## config.mk

```make
export PLATFORM = sky130hd
export DESIGN_NAME = btn_edit_conditioner_flat
export DESIGN_NICKNAME = d
export VERILOG_FILES = /design/src/rtl/btn_edit_conditioner_if.sv /design/src/rtl/btn_edit_conditioner.sv /design/src/flat_wrapper.sv
export SDC_FILE = /design/constraint.sdc
export NUM_CORES = 1
export LEC_CHECK = 0
export ABC_AREA = 1
export ABC_CLOCK_PERIOD_IN_PS = 1630
export CORE_MARGIN = 2
export CORE_UTILIZATION = 55
export CTS_CLUSTER_SIZE = 14
export DETAILED_ROUTE_END_ITERATION = 12
export PLACE_DENSITY = 0.81
export SLEW_MARGIN = 15
export SYNTH_ARGS = -nofsm -noshare
export SYNTH_HDL_FRONTEND = slang
export SYNTH_SLANG_ARGS = --single-unit
export TNS_END_PERCENT = 100
```

## constraint.sdc

```tcl
create_clock -name clk_clk -period 1.63 [get_ports clk_clk]
set_input_delay 0.326 -clock clk_clk [delete_from_list [all_inputs] [get_ports clk_clk]]
set_output_delay 0.326 -clock clk_clk [all_outputs]
set_load 0.05 [all_outputs]
```

## src/rtl/btn_edit_conditioner_if.sv

```systemverilog
// Button-bus interface for btn_edit_conditioner.
//   btn_raw          raw asynchronous key inputs (polarity set by the conditioner's ACTIVE_LOW)
//   btn_edit_export  per-button one-cycle press/repeat pulse, active-high
//   btn_level        per-button debounced pressed level, active-high
// Modports:
//   master  conditioner side: reads the raw keys, drives the cleaned outputs
//   slave   board/consumer side: drives the raw keys, reads the cleaned outputs
interface btn_edit_conditioner_if #(
  parameter int unsigned NUM_BTN = 2
);
  logic [NUM_BTN-1:0] btn_raw;
  logic [NUM_BTN-1:0] btn_edit_export;
  logic [NUM_BTN-1:0] btn_level;

  modport master (
    input  btn_raw,
    output btn_edit_export,
    output btn_level
  );

  modport slave (
    output btn_raw,
    input  btn_edit_export,
    input  btn_level
  );
endinterface

```

## src/rtl/btn_edit_conditioner.sv

```systemverilog
// Alarm-clock edit-button conditioner: per button a 2-FF synchroniser, polarity
// normalisation, debounce FSM and (optionally) auto-repeat. Produces clean one-cycle
// press pulses and a debounced pressed level, both registered.
//
// Ports:
//   clk_clk      system clock
//   reset_reset  asynchronous, active-high reset
//   bus          btn_edit_conditioner_if.master (btn_raw in, btn_edit_export/btn_level out)
//
// Build option:
//   BTN_EDIT_AUTO_REPEAT_EN  when defined, a held key emits repeat pulses after
//                            REPEAT_DELAY_CYCLES and then every REPEAT_RATE_CYCLES.
//                            When undefined, one pulse per accepted press and the
//                            REPEAT_* parameters have no effect.
module btn_edit_conditioner #(
  parameter int unsigned NUM_BTN             = 2,
  parameter int unsigned ACTIVE_LOW          = 1,
  parameter int unsigned DEBOUNCE_CYCLES     = 1000000,
  parameter int unsigned REPEAT_DELAY_CYCLES = 25000000,
  parameter int unsigned REPEAT_RATE_CYCLES  = 5000000
) (
  input  logic                   clk_clk,
  input  logic                   reset_reset,
  btn_edit_conditioner_if.master bus
);

`ifdef BTN_EDIT_AUTO_REPEAT_EN
  localparam int unsigned MaxDebDelay = (DEBOUNCE_CYCLES > REPEAT_DELAY_CYCLES) ?
                                        DEBOUNCE_CYCLES : REPEAT_DELAY_CYCLES;
  localparam int unsigned CntMax      = (MaxDebDelay > REPEAT_RATE_CYCLES) ?
                                        MaxDebDelay : REPEAT_RATE_CYCLES;
`else
  // Repeat timing is irrelevant here; it is masked out so only the debounce sizes the counter.
  localparam int unsigned CntMax = DEBOUNCE_CYCLES + (REPEAT_DELAY_CYCLES & 32'd0) +
                                   (REPEAT_RATE_CYCLES & 32'd0);
`endif
  localparam int unsigned CntW = (CntMax > 1) ? $clog2(CntMax) : 1;

  localparam logic [CntW-1:0] DebLast = CntW'(DEBOUNCE_CYCLES - 1);
`ifdef BTN_EDIT_AUTO_REPEAT_EN
  localparam logic [CntW-1:0] DelayLast = CntW'(REPEAT_DELAY_CYCLES - 1);
  localparam logic [CntW-1:0] RateLast  = CntW'(REPEAT_RATE_CYCLES - 1);
`endif

  localparam logic [2:0] StIdle      = 3'd0;
  localparam logic [2:0] StDebPress  = 3'd1;
  localparam logic [2:0] StHeldDelay = 3'd2;
`ifdef BTN_EDIT_AUTO_REPEAT_EN
  localparam logic [2:0] StHeldRep   = 3'd3;
`endif
  localparam logic [2:0] StDebRel    = 3'd4;

  // Synchronisers reset to the "released" raw level so no phantom press follows reset.
  localparam logic [NUM_BTN-1:0] RelVal = (ACTIVE_LOW != 0) ? '1 : '0;

  logic [NUM_BTN-1:0] sync1_q;
  logic [NUM_BTN-1:0] sync2_q;
  logic [NUM_BTN-1:0] pressed;
  logic [NUM_BTN-1:0] pulse_all;
  logic [NUM_BTN-1:0] level_all;

  always_ff @(posedge clk_clk or posedge reset_reset) begin
    if (reset_reset) begin
      sync1_q <= RelVal;
      sync2_q <= RelVal;
    end else begin
      sync1_q <= bus.btn_raw;
      sync2_q <= sync1_q;
    end
  end

  assign pressed = (ACTIVE_LOW != 0) ? ~sync2_q : sync2_q;

  for (genvar g = 0; g < NUM_BTN; g++) begin : gen_btn
    logic [2:0]      state_q, state_d;
    logic [CntW-1:0] cnt_q, cnt_d;
    logic            pulse_q, pulse_d;
    logic            level_q, level_d;

    always_comb begin
      state_d = state_q;
      cnt_d   = cnt_q;
      pulse_d = 1'b0;
      case (state_q)
        StIdle: begin
          if (pressed[g]) begin
            state_d = StDebPress;
            cnt_d   = '0;
          end
        end
        StDebPress: begin
          if (!pressed[g]) begin
            state_d = StIdle;
            cnt_d   = '0;
          end else if (cnt_q == DebLast) begin
            state_d = StHeldDelay;
            cnt_d   = '0;
            pulse_d = 1'b1;
          end else begin
            cnt_d = cnt_q + 1'b1;
          end
        end
        StHeldDelay: begin
          if (!pressed[g]) begin
            state_d = StDebRel;
            cnt_d   = '0;
          end
`ifdef BTN_EDIT_AUTO_REPEAT_EN
          else if (cnt_q == DelayLast) begin
            state_d = StHeldRep;
            cnt_d   = '0;
            pulse_d = 1'b1;
          end else begin
            cnt_d = cnt_q + 1'b1;
          end
`endif
        end
`ifdef BTN_EDIT_AUTO_REPEAT_EN
        StHeldRep: begin
          if (!pressed[g]) begin
            state_d = StDebRel;
            cnt_d   = '0;
          end else if (cnt_q == RateLast) begin
            cnt_d   = '0;
            pulse_d = 1'b1;
          end else begin
            cnt_d = cnt_q + 1'b1;
          end
        end
`endif
        StDebRel: begin
          // A press seen while confirming release is a glitch: back to holding, the
          // repeat delay restarts and no pulse is emitted.
          if (pressed[g]) begin
            state_d = StHeldDelay;
            cnt_d   = '0;
          end else if (cnt_q == DebLast) begin
            state_d = StIdle;
            cnt_d   = '0;
          end else begin
            cnt_d = cnt_q + 1'b1;
          end
        end
        default: begin
          state_d = StIdle;
          cnt_d   = '0;
        end
      endcase
    end

    always_comb begin
      level_d = (state_d == StHeldDelay) || (state_d == StDebRel);
`ifdef BTN_EDIT_AUTO_REPEAT_EN
      level_d = level_d || (state_d == StHeldRep);
`endif
    end

    always_ff @(posedge clk_clk or posedge reset_reset) begin
      if (reset_reset) begin
        state_q <= StIdle;
        cnt_q   <= '0;
        pulse_q <= 1'b0;
        level_q <= 1'b0;
      end else begin
        state_q <= state_d;
        cnt_q   <= cnt_d;
        pulse_q <= pulse_d;
        level_q <= level_d;
      end
    end

    assign pulse_all[g] = pulse_q;
    assign level_all[g] = level_q;
  end

  assign bus.btn_edit_export = pulse_all;
  assign bus.btn_level       = level_all;

endmodule

```

## src/flat_wrapper.sv

```systemverilog
// flat-port wrapper written by rule: the top's interface ports become plain ports
module btn_edit_conditioner_flat 
#(
  parameter int unsigned NUM_BTN             = 2,
  parameter int unsigned ACTIVE_LOW          = 1,
  parameter int unsigned DEBOUNCE_CYCLES     = 1000000,
  parameter int unsigned REPEAT_DELAY_CYCLES = 25000000,
  parameter int unsigned REPEAT_RATE_CYCLES  = 5000000
)
  (clk_clk, reset_reset, bus_btn_raw, bus_btn_edit_export, bus_btn_level);
  btn_edit_conditioner_if #(.NUM_BTN(NUM_BTN)) bus_i ();
  input  logic clk_clk;
  input  logic reset_reset;
  input wire logic [$bits(bus_i.btn_raw)-1:0] bus_btn_raw;
  output wire logic [$bits(bus_i.btn_edit_export)-1:0] bus_btn_edit_export;
  output wire logic [$bits(bus_i.btn_level)-1:0] bus_btn_level;
  assign bus_i.btn_raw = bus_btn_raw;
  assign bus_btn_edit_export = bus_i.btn_edit_export;
  assign bus_btn_level = bus_i.btn_level;
  btn_edit_conditioner #(.NUM_BTN(NUM_BTN), .ACTIVE_LOW(ACTIVE_LOW), .DEBOUNCE_CYCLES(DEBOUNCE_CYCLES), .REPEAT_DELAY_CYCLES(REPEAT_DELAY_CYCLES), .REPEAT_RATE_CYCLES(REPEAT_RATE_CYCLES)) u_core (.clk_clk(clk_clk), .reset_reset(reset_reset), .bus(bus_i));
endmodule
```

==> results.md <==
* ANT cells at 0
* Layout area overhead at 19.2%
* Die Span Y at around 78 um
* Sequential share of the synthesized area at between 40% and 50%
* Worst hold slack at 318 ps
* WL final at 6450 um
* Post-synth top cells: nand2_1, nor2_1, dfrtp_1, inv_1, nand3_1
* Min cycle time layout at approximately 1600 ps
* Count leader, synth: nand2_1
* Worst vdd ir at just under 500 uV
* Initial drt markers at 270
* Area share of the largest cell type after synthesis at 41.3%
* Status: finished, final reports clean
* RSZ-0062 raised after global routing: yes
* Fin Clk Skew at about 6 ps
* CTS buffer count at 5
* Leakage at 1.58 nW
* DR DRC count at 0
* CTS Sinks at 54
* Vias at between 2000 and 3000
* Hold Buf Count CTS at 0
* Drt wl/cell at 13.1 um
* Synth async-reset ratio at 100%
* Post-synth EDFFs at 0
* Slew HR at 79.1%
* Max Clk Rate at 0.619 GHz
* Register bit total from synthesis at 54
* Reg clk slew, reported paths at 100 ps
* Fin. max-slew vios at 0
* Worst skew pair latency at 310 ps
* Final period utilization at 99.1%
* Final setup violation count at 0
* Worst EP required at 1830 ps
* Starting Density at a little under three fifths
* Core ar. at 5410 um2
* Synth area leader: dfrtp_1
* Initial antenna violation count at 0
* Worst slew pin tran at 312 ps
* First-pass DRT Iterations at 5
* Post-synth cell types at 36
* Clock buffer depth at 2
* Syn nets at 389
* PortBufs at 7
* Die W at 78.2 um
* Total global-route track usage at 20.4%
* Gate Count Post-Synth at around 380
* Die ar. at 6110 um2
* PD cells at 726 nW/um2
* GPL Wtd Cong at 0.874
* Hpwl dp at 4310 um
* Largest net degree at the start of global routing at 20
* Worst Hold Class: input port to async pin
* Worst Path Max Fanout at 5
* Final worst setup slack at ~15 ps
* Share of cells above drive strength 1 at 26.3%
* I/O pin count at 8
* Final Power at approximately 2.6 mW
* H-tree levels at 2
* Synth Area per Inst at 7.91 um2
* CTS root buffer: clkbuf_8
* YS warnings at 0
* CP Class: register to register
* Cell area after synthesis at 3030 um2
* First-pass GRT wire length at 9950 um
* Max-Cap Viols at 0
* Count of standard-cell rows at 27
* Crit path DAT at roughly 1800 ps
* Vias in the first global route at 2307
* Gr ovfl total at 0
* Synth Flop Type: dfrtp_1
* Top post-synthesis cells by area: dfrtp_1, nand2_1, nor2_1
* CTS tree: built
* Post-route antenna net violation count at 0
* Via density at 5.45
* Final Hold Viols at 0
* CP Launch Type: register
* Final nets at ~420
* Pre-CTS setup slack at 10.7 ps
* CP endpoint kind: register
state kept, by name, summed over array words and instances (netlist names):
signal and flops:
u_core.gen_btn.level_q 2, u_core.gen_btn.cnt_q 40, u_core.gen_btn.pulse_q 2, u_core.sync1_q 2, u_core.sync2_q 2, u_core.gen_btn.state_q 6
metrics by stage:
stage | TNS (ps) | cell area (um2) | utilization (%) | std cells
floorplan | 0 | 3030 | - | 383
global placement | 0 | 3290 | 60.8 | 475
detailed placement | 0 | 3290 | 60.8 | 475
CTS | 0 | 3400 | 62.9 | 483
global route | -802 | 3610 | 66.8 | 491
finish | 0 | 3610 | 66.8 | 491
power by group:
part	internal (mW)	switching (mW)	total [mW]	leakage (nW)
clock	0.459	0.447	0.906	0.0514
combinational	0.118	0.199	0.318	0.795
sequential	1.37	0.0266	1.40	0.731
total	1.95	0.673	2.62	1.58
final cells by class:
type                            instances  area [um2]
Multi-Input combinational cell        274        1560
Timing Repair Buffer                   34         288
Fill cell                             433        1800
Tap cell                               72        90.1
Sequential cell                        54        1360
Clock buffer                            6        72.6
Clock inverter                          2        37.5
Inverter                               49         199
final timing paths:
path	cells past startpoint	slack (ps)	start	to
setup / recovery	9	10	u_core.gen_btn[1].cnt_q[1]$_DFFE_PP0P_	u_core.gen_btn[1].cnt_q[16]$_DFFE_PP0P_
hold / removal	2	320	reset_reset	u_core.gen_btn[0].state_q[0]$_DFF_PP0_
setup reg to reg	9	10	u_core.gen_btn[1].cnt_q[1]$_DFFE_PP0P_	u_core.gen_btn[1].cnt_q[16]$_DFFE_PP0P_
hold reg to reg	0	360	u_core.sync1_q[1]$_DFF_PP1_	u_core.sync2_q[1]$_DFF_PP1_
max in group asynchronous	3	850	reset_reset	u_core.sync2_q[1]$_DFF_PP1_
min in group clk_clk	0	360	u_core.sync1_q[1]$_DFF_PP1_	u_core.sync2_q[1]$_DFF_PP1_
routing by layer:
metal,GRT usage (%),part of all wire [%],vias to the layer above
met4,7.02,2.1,0
met1,29.5,45,1268
met3,3.56,5.0,19
met5,0,0,-
met2,31.5,48,94
li1,-,-,1293
what timing repair did:
action,4_1_cts,5_1_grt
resized for setup,1,40
setup buffers,0,8
setup endpoints to repair,2,41
pin swaps,0,10
endpoints found under the hold margin,0,0
worst max-delay path, stage by stage (launching register included):
cell and delay (ps):
dfrtp_1 420, ha_4 160, nand3_2 110, nor2_2 130, nand2_1 90, nor2_4 190
nand3_4 120, nor2_2 110, xnor2_1 120, nor2_1 60
kinds of logic after synthesis:
| logic type | after synthesis | synth area share, % |
|---|---|---|
| compound gates | 25 | 4.75 |
| xor+xnor | 16 | 4.63 |
| fa+ha+maj | 2 | 0.826 |
| buf+inv | 55 | 8.18 |
| flops | 54 | 44.8 |
| simple gates | 231 | 36.8 |
placed cells by master, fill, tap and decap left out, drive strengths merged, types with 3 or more instances in the layout:
master | synthesis | layout
or2 | 3 | 3
buf | 6 | 31
dfrtp | 50 | 50
a31oi | 3 | 3
xnor2 | 6 | 6
xor2 | 10 | 10
nand4 | 11 | 11
nor3 | 16 | 16
dfstp | 4 | 4
o21ai | 13 | 13
clkbuf | 0 | 6
nor2 | 78 | 78
inv | 49 | 47
a21oi | 5 | 5
o22ai | 3 | 3
nand2 | 81 | 81
clkinvlp | 0 | 3
clkdlybuf4s50 | 0 | 3
nand3 | 39 | 39
Power figures use the tool's default switching activity.
